$ cat src/rtl/apb_ram_param.sv
// Parametrised APB4 slave RAM with byte strobes, configurable wait states,
// alignment / range checking and a write-protected low region.
// Storage is flop-based and async-cleared, so it never maps to a RAM macro.
module apb_ram_param #(
   parameter int unsigned DATA_W      = 32,
   parameter int unsigned ADDR_W      = 32,
   parameter int unsigned DEPTH       = 32,
   parameter int unsigned WAIT_STATES = 0,
   parameter int unsigned RO_WORDS    = 0
) (
   input  logic                  pclk,
   input  logic                  preset,
   input  logic                  psel,
   input  logic                  penable,
   input  logic                  pwrite,
   input  logic [ADDR_W-1:0]     paddr,
   input  logic [DATA_W-1:0]     pwdata,
   input  logic [DATA_W/8-1:0]   pstrb,
   output logic [DATA_W-1:0]     prdata,
   output logic                  pready,
   output logic                  pslverr
);

   localparam int unsigned NB  = DATA_W / 8;
   localparam int unsigned LSB = $clog2(NB);
   localparam int unsigned AW  = $clog2(DEPTH);

   typedef enum logic [1:0] {StIdle, StAccess, StDone} state_e;

   state_e              state_q, state_d;
   logic [3:0]          cnt_q, cnt_d;
   logic [DATA_W-1:0]   prdata_q, prdata_d;
   logic                pready_q, pready_d;
   logic                pslverr_q, pslverr_d;
   logic [DATA_W-1:0]   mem_q [DEPTH];
   logic [DATA_W-1:0]   mem_d [DEPTH];

   logic [ADDR_W-1:0]   widx;
   logic [AW-1:0]       idx;
   logic                misaligned, out_of_range, prot, err;

   assign widx = paddr >> LSB;
   assign idx  = widx[AW-1:0];
   // Full upper-address compare so aliased addresses above DEPTH are rejected.
   assign out_of_range = (widx >= ADDR_W'(DEPTH));

   if (LSB > 0) begin : gen_align
      assign misaligned = |paddr[LSB-1:0];
   end else begin : gen_no_align
      assign misaligned = 1'b0;
   end

   if (RO_WORDS > 0) begin : gen_prot
      assign prot = pwrite && (widx < ADDR_W'(RO_WORDS));
   end else begin : gen_no_prot
      assign prot = 1'b0;
   end

   assign err = misaligned | out_of_range | prot;

   // Next-state logic: transfer FSM, response registers and memory update.
   always_comb begin
      state_d   = state_q;
      cnt_d     = cnt_q;
      prdata_d  = prdata_q;
      pready_d  = pready_q;
      pslverr_d = pslverr_q;
      mem_d     = mem_q;
      unique case (state_q)
         StIdle: begin
            pready_d  = 1'b0;
            pslverr_d = 1'b0;
            prdata_d  = '0;
            if (psel && !penable) begin
               cnt_d   = 4'(WAIT_STATES);
               state_d = StAccess;
            end
         end
         StAccess: begin
            if (!psel) begin
               // Master abandoned the transfer: no commit, no response.
               state_d = StIdle;
            end else if (penable) begin
               if (cnt_q != 4'd0) begin
                  cnt_d = cnt_q - 4'd1;
               end else begin
                  pready_d  = 1'b1;
                  pslverr_d = err;
                  state_d   = StDone;
                  if (!pwrite) begin
                     prdata_d = err ? '0 : mem_q[idx];
                  end else if (!err) begin
                     for (int i = 0; i < NB; i++) begin
                        if (pstrb[i]) begin
                           mem_d[idx][8*i +: 8] = pwdata[8*i +: 8];
                        end
                     end
                  end
               end
            end
         end
         StDone: begin
            pready_d  = 1'b0;
            pslverr_d = 1'b0;
            prdata_d  = '0;
            state_d   = StIdle;
         end
         default: state_d = StIdle;
      endcase
   end

   // State and storage registers, cleared asynchronously by preset.
   always_ff @(posedge pclk or posedge preset) begin
      if (preset) begin
         state_q   <= StIdle;
         cnt_q     <= 4'd0;
         prdata_q  <= '0;
         pready_q  <= 1'b0;
         pslverr_q <= 1'b0;
         for (int i = 0; i < DEPTH; i++) begin
            mem_q[i] <= '0;
         end
      end else begin
         state_q   <= state_d;
         cnt_q     <= cnt_d;
         prdata_q  <= prdata_d;
         pready_q  <= pready_d;
         pslverr_q <= pslverr_d;
         for (int i = 0; i < DEPTH; i++) begin
            mem_q[i] <= mem_d[i];
         end
      end
   end

   assign prdata  = prdata_q;
   assign pready  = pready_q;
   assign pslverr = pslverr_q;

endmodule

$ cat config.mk
export PLATFORM = sky130hd
export DESIGN_NAME = apb_ram_param
export DESIGN_NICKNAME = d
export VERILOG_FILES = /design/src/rtl/apb_ram_param.sv
export SDC_FILE = /design/constraint.sdc
export NUM_CORES = 2
export LEC_CHECK = 0
export ABC_AREA = 1
export CAP_MARGIN = 10
export CORE_MARGIN = 2
export CORE_UTILIZATION = 45
export CTS_CLUSTER_SIZE = 24
export DETAILED_ROUTE_END_ITERATION = 8
export HOLD_SLACK_MARGIN = 0.03
export PLACE_DENSITY = 0.64
export SLEW_MARGIN = 20
export SYNTH_ARGS = -nofsm -noshare
export SYNTH_HDL_FRONTEND = slang
export SYNTH_SLANG_ARGS = --single-unit
$ cat constraint.sdc
create_clock -name pclk -period 51.9 [get_ports pclk]
set_input_delay 7.785 -clock pclk [delete_from_list [all_inputs] [get_ports pclk]]
set_output_delay 7.785 -clock pclk [all_outputs]
set_load 0.05 [all_outputs]
=== Word-level counts from Yosys, hierarchy flattened ===
Index checks and enable logic that the tools add are counted.

* Register bits: 1064
* Logic and storage cells: 130
* Output and inout port bits: 34

* Mux-type cells: 61
* Add/sub/neg operators: 1
* $lt $le $gt $ge: 3
* Reduce and logical (&&, ||, !) cells: 14
* Eq/ne operators: 10
* Bitwise logic cells: 4

{| class="wikitable"
|+ Operators with widths
! operator !! number
|-
| $mux W1024 || 22
|-
| $bwmux W1024 || 4
|-
| $demux W32 S5 || 4
|-
| $mux W32 || 8
|-
| $bmux W32 S5 || 1
|-
| $pmux W32 S2 || 1
|-
| $ge A30 B6 Y1 const B || 1
|-
| $mux W24 || 1
|-
| $mux W16 || 1
|-
| $mux W4 || 4
|-
| $ne A2 B2 Y1 const B || 6
|-
| $reduce_and A5 Y1 || 2
|-
| $mux W2 || 4
|-
| $mux W8 || 1
|-
| $pmux W4 S2 || 1
|-
| $ge A6 B6 Y1 const B || 1
|-
| $lt A6 B1 Y1 const B || 1
|-
| $mux W1 || 6
|-
| $ne A3 B3 Y1 const B || 2
|-
| $not A5 Y6 || 1
|-
| $reduce_and A6 Y1 || 1
|-
| $pmux W1 S2 || 2
|-
| $pmux W2 S2 || 1
|-
| $reduce_and A4 Y1 || 1
|-
| 12 further kinds || 16
|}

=== Longest topological paths before layout ===
* Depth in word-level cells: 31
* Gate-level depth with buffers: 13

=== Worst setup path after synthesis ===
Ideal clock, no wire load.

* Path kind: input port to flip-flop
* Start: in paddr[2]
* End: reg mem_q[544] in the netlist's numbering
* Data arrival time: 8.962 ns
* Cell stages on the path: 8
* Buffers on the path: 2
* Slack: 42.820 ns
* Cell sequence: buf_2 -> inv_2 -> buf_6 -> nand2_8 -> nor2_4 -> nand4_4 -> nand2_1 -> nand2_1

* Word-level cells in the longest chain between the ends: 31
* Elaborated cells on any way between the ends: 39

{| class="wikitable"
|+ Ends and longest elaborated chain
! item !! line !! RTL
|-
| from (decl) || 16 || <nowiki>input logic [ADDR_W-1:0] paddr,</nowiki>
|-
| $not A5 Y6 (not written as such) || 95 || <nowiki>mem_d[idx][8*i +: 8] = pwdata[8*i +: 8];</nowiki>
|-
| $ge A6 B6 Y1 (not written as such) / $lt A6 B1 Y1 (equally long branches) || 95 ||
|-
| $logic_and A1 B1 Y1 (not written as such) || 95 ||
|-
| $mux W8 (not written as such) || 95 ||
|-
| $demux W32 S5 || 95 ||
|-
| $bwmux W1024 || 95 ||
|-
| $mux W1024 || 94 || <nowiki>if (pstrb[i]) begin</nowiki>
|-
| $mux W1024 || 92 || <nowiki>end else if (!err) begin</nowiki>
|-
| (+15 left out) || -- ||
|-
| $mux W1024 || 92 ||
|-
| $mux W1024 || 90 || <nowiki>if (!pwrite) begin</nowiki>
|-
| $mux W1024 || 84 || <nowiki>if (cnt_q != 4'd0) begin</nowiki>
|-
| $mux W1024 || 83 || <nowiki>end else if (penable) begin</nowiki>
|-
| $mux W1024 || 80 || <nowiki>if (!psel) begin</nowiki>
|-
| $mux W1024 || 69 || <nowiki>unique case (state_q)</nowiki>
|-
| $bwmux W1024 || 95 ||
|-
| $mux W1024 || 94 ||
|-
| to (signal, indexed assignment) || 130 || <nowiki>mem_q[i] <= mem_d[i];</nowiki>
|-
| to (decl) || 35 || <nowiki>logic [DATA_W-1:0] mem_q [DEPTH];</nowiki>
|}

Several ways; a longest one is shown, not always the timed one. The select of a mux whose other input is x is not followed.
A chain may end at the register's enable or synchronous reset.

=== Worst setup path in the final report ===
* Start: in psel
* End: reg mem_q[672] in the netlist's numbering

* Word-level cells in the longest chain between the ends: 1

{| class="wikitable"
|+ Ends and longest elaborated chain
! item !! line !! RTL
|-
| from (decl) || 13 || <nowiki>input logic psel,</nowiki>
|-
| $reduce_and A6 Y1 (no line) || -- ||
|}

Every way passes these cells.

==> key figures <==
Final layout
  – Final core utilization: 48.7%
  – Count of nets after finishing: 8,531
  – Fillcell total: 13,600
  – Share of cells above drive strength 1: 5.84%
  – Antenna diode instance count: 0
  – Area growth, synth to finish: 7.79%
  – Number of standard cells in the layout, taps in and fillers out: 10,400

Worst hold path
  – Hold path endpoint: mem_q[754]
  – Cell depth of the worst min-delay path: 2
  – Hold Crit Class: reg2reg
  – Worst hold path startpoint: mem_q[754]

Yosys
  – Count of synthesis-stage warnings from yosys: 0
  – Cell type contributing the most total cell area after synthesis: sky130_fd_sc_hd__dfrtp_1
  – Post-Syn Area: 62,000 um^2
  – Post-Synthesis Cells: 8,810
  – Fraction of post-synthesis cell area in the top cell type by area: 42.9%
  – Synth Area per Inst: 7.04 um^2
  – Proportion of synthesized chip area in sequential cells: 42.9%
  – Largest cells by area after synthesis: sky130_fd_sc_hd__dfrtp_1 (43%), sky130_fd_sc_hd__nand2_1 (28%), sky130_fd_sc_hd__nand4_1 (10%)
  – Unique cell type count in the Yosys netlist: 34
  – Synthesis-stage register bit count: 1,064
  – Syn_nets: 8,885

Clock network
  – Clock latency at the later pin of the worst-skew pair: 0.76 ns
  – Root buffer selected by CTS: sky130_fd_sc_hd__clkbuf_16
  – Post-CTS Hold Buffers: 0
  – Post-CTS Repair Setup Buffers: 0
  – Clock transition at the register clock pins on the worst setup and hold paths after CTS: 0.06 ns
  – Num CTS Buffers: 117
  – Number of clock sinks: 1,064
  – CTS-repair resized insts: 0
  – CTS tree: built
  – CTS HTree Levels: 3
  – Clock Tree Buf Depth: 3

STA
  – Worst setup margin: 40.25 ns
  – RSZ-0062 raised after global routing: no
  – Slew HR: 11.7%
  – Final hold violation count: 0
  – Slew of the pin with the lowest slew margin: 1.32 ns
  – Final count of pins violating max slew: 0
  – Shortest period the worst path allows: 11.65 ns
  – Max Clock Freq: 85.9 MHz
  – Crit share post-route: 22.4%
  – Setup violations, final: 0
  – Max Clock Skew: 0.0371 ns
  – Worst hold margin: 0.475 ns
  – TNS Setup: 0 ns

Pwr
  – Pwr Density: 28.4 nW/um^2
  – Peak supply drop: 0.0000262 V
  – Pleak: 37.0 nW

Flow run
  – Number of max-cap violations: 0

Global routing
  – Maximum number of pins on one net before global-route repair: 220
  – First-pass GRT wire length: 326,000 um
  – Number of antenna violations at the first check in global routing: 6
  – Residual overflow from global routing: 0
  – Vias in the first global route: 54,700
  – Overall routing resource usage: 29.1%

Floorplan
  – CORE AREA: 137,000 um^2
  – Num rows: 136
  – Width of the die: 375 um
  – Die outline height: 375 um
  – Starting density of the core: 45.2%
  – Top Ports: 107
  – Die area: 141,000 um^2

Drt
  – DR DRC count: 0
  – Drt total wl: 207,000 um
  – DR vias: 57,400
  – Via/cell ratio: 5.54
  – Pre-Repair DR Iteration Count: 6
  – Routed len/inst: 20.0 um
  – Detailed Route Iter0 Violations: 6,134
  – Remaining antenna violation count after routing: 0

Critical path
  – Peak per-stage delay on the critical path: 0.89 ns
  – Capture instance of the worst register-to-register path: mem_q[672]
  – Critical Path Most Common Cell: sky130_fd_sc_hd__buf_4
  – Top cell family by delay on the critical path: buffers and inverters
  – Start of the worst register-to-register path: cnt_q[0]
  – List of cells traversed by the critical path: clkdlybuf4s50_1 -> nand2_1 -> inv_1 -> nand4_2 -> nor2_4 -> buf_4 -> buf_4 -> buf_4 -> nand4_1 -> nand2_1
  – Slowest library cell on the worst path: sky130_fd_sc_hd__buf_4
  – Worst-path maximum fanout: 92
  – Endpoint type of the worst setup path: flop
  – Kind of critical path: in2reg
  – CP bufs+invs: 5
  – Worst setup slack for register-to-register paths: 47.09 ns
  – Arrival time at the worst endpoint: 12.32 ns
  – Required time reported for the critical path endpoint: 52.58 ns
  – Critical path launch point type: primary input
  – Length in cells of the worst reg-to-reg path: 11

Place
  – Total of buffers placed on input and output ports: 106
  – Final HPWL from detailed placement: 114,000 um
  – Number of cells in the design after placement: 10,100
  – Worst setup timing slack at the placement stage: 39.32 ns
  – Final Wtd Congestion: 0.850

Status
  – Result of the run: completed
[per-layer routing]
metal,wire [um],global-route usage (%),up-vias
li1,-,-,26900
met1,88000,40.2,27600
met2,94200,46.0,2416
met3,17200,4.47,399
met4,7540,10.9,8
met5,51,0,-
[worst max path at each step]
| stage | from | to | slack (ns) | cells after the start |
|---|---|---|---|---|
| after floorplan | preset | cnt_q[0] | 14.16 | 1 |
| after global placement | preset | mem_q[770] | 39.34 | 6 |
| after detailed placement | preset | mem_q[770] | 39.32 | 6 |
| after CTS | preset | mem_q[550] | 40.10 | 6 |
| after global routing | preset | mem_q[771] | 39.59 | 6 |
| final | psel | mem_q[672] | 40.25 | 10 |
[logic make-up (layout without fill, tap and decap cells)]
family	after synthesis	after routing	synth area share (%)
flip-flops	1064	1064	42.9
AO/OA/AOI/OAI	73	73	0.732
buffers and inverters	1641	1387	11.1
adder cells (fa/ha/maj)	2	2	0.0403
AND/OR/NAND/NOR	6030	6030	45.2
[placed cells by master, fill, tap and decap left out, drive strengths merged, types with 11 or more instances in the layout]
cell and n:
clkinv 23, nor2 185, nand3 47, clkbuf 174, nand4 1155, dfrtp 1064, o21ai 36, o21bai 32
inv 981, buf 113, nand2 4636, bufinv 11, clkdlybuf4s50 78
[sequential cells by signal (all words and copies together) (netlist names)]
name and flops:
mem_q 1024, cnt_q 4, prdata 32, state_q 2, pready 1, pslverr 1
[tightest hold or removal path, stage by stage, from the launching register on]
cell and delay [ns]:
sky130_fd_sc_hd__dfrtp_1 0.33, sky130_fd_sc_hd__nand2_1 0.05, sky130_fd_sc_hd__nand2_1 0.05
[power breakdown]
group          total [mW]  switching, mW  internal [mW]
clock network       0.886          0.365          0.520
logic               0.180          0.144         0.0363
registers           0.831       0.000541          0.830
total                1.90          0.509           1.39
[through the flow]
stage	power (mW)	area, um^2
CTS	1.91	66800
finish	1.90	66800
global placement	1.02	62800
floorplan	0.965	62000
detailed placement	1.02	62800
global route	1.95	66800
[cell usage after synthesis]
library cell,instances
sky130_fd_sc_hd__o31ai_1,1
sky130_fd_sc_hd__clkinv_1,1
sky130_fd_sc_hd__nor3_4,4
sky130_fd_sc_hd__nand4_1,1030
sky130_fd_sc_hd__nor3_2,1
sky130_fd_sc_hd__inv_4,3
sky130_fd_sc_hd__nor2_4,12
sky130_fd_sc_hd__nand2_8,4
sky130_fd_sc_hd__nor2_8,22
sky130_fd_sc_hd__nand2_1,4632
sky130_fd_sc_hd__buf_6,32
sky130_fd_sc_hd__o2bb2ai_1,1
sky130_fd_sc_hd__o22ai_1,2
sky130_fd_sc_hd__buf_1,20
sky130_fd_sc_hd__o21ai_0,35
sky130_fd_sc_hd__and2_0,1
sky130_fd_sc_hd__clkbuf_1,323
sky130_fd_sc_hd__nand3_4,2
sky130_fd_sc_hd__a21oi_1,1
sky130_fd_sc_hd__nor2_1,151
sky130_fd_sc_hd__ha_1,2
sky130_fd_sc_hd__buf_4,42
sky130_fd_sc_hd__nand4_4,120
sky130_fd_sc_hd__dfrtp_1,1064
sky130_fd_sc_hd__o21bai_1,32
sky130_fd_sc_hd__nor3_1,1
sky130_fd_sc_hd__o21ai_1,1
sky130_fd_sc_hd__nand3_1,43
sky130_fd_sc_hd__inv_1,962
sky130_fd_sc_hd__clkbuf_4,4
sky130_fd_sc_hd__nand4_2,5
sky130_fd_sc_hd__nand3_2,2
sky130_fd_sc_hd__buf_2,243
sky130_fd_sc_hd__inv_2,11
[area by class of cell]
cell class | count | area [um^2] | share of cell area, %
Sequential cell | 1064 | 26600 | 39.8
Tap cell | 1794 | 2240 | 3.36
Timing Repair Buffer | 191 | 1690 | 2.52
Inverter | 977 | 3700 | 5.54
Multi-Input combinational cell | 6105 | 28500 | 42.7
Clock buffer | 174 | 3510 | 5.26
Clock inverter | 45 | 537 | 0.803
Note: power is estimated with default switching activity, not from simulation.
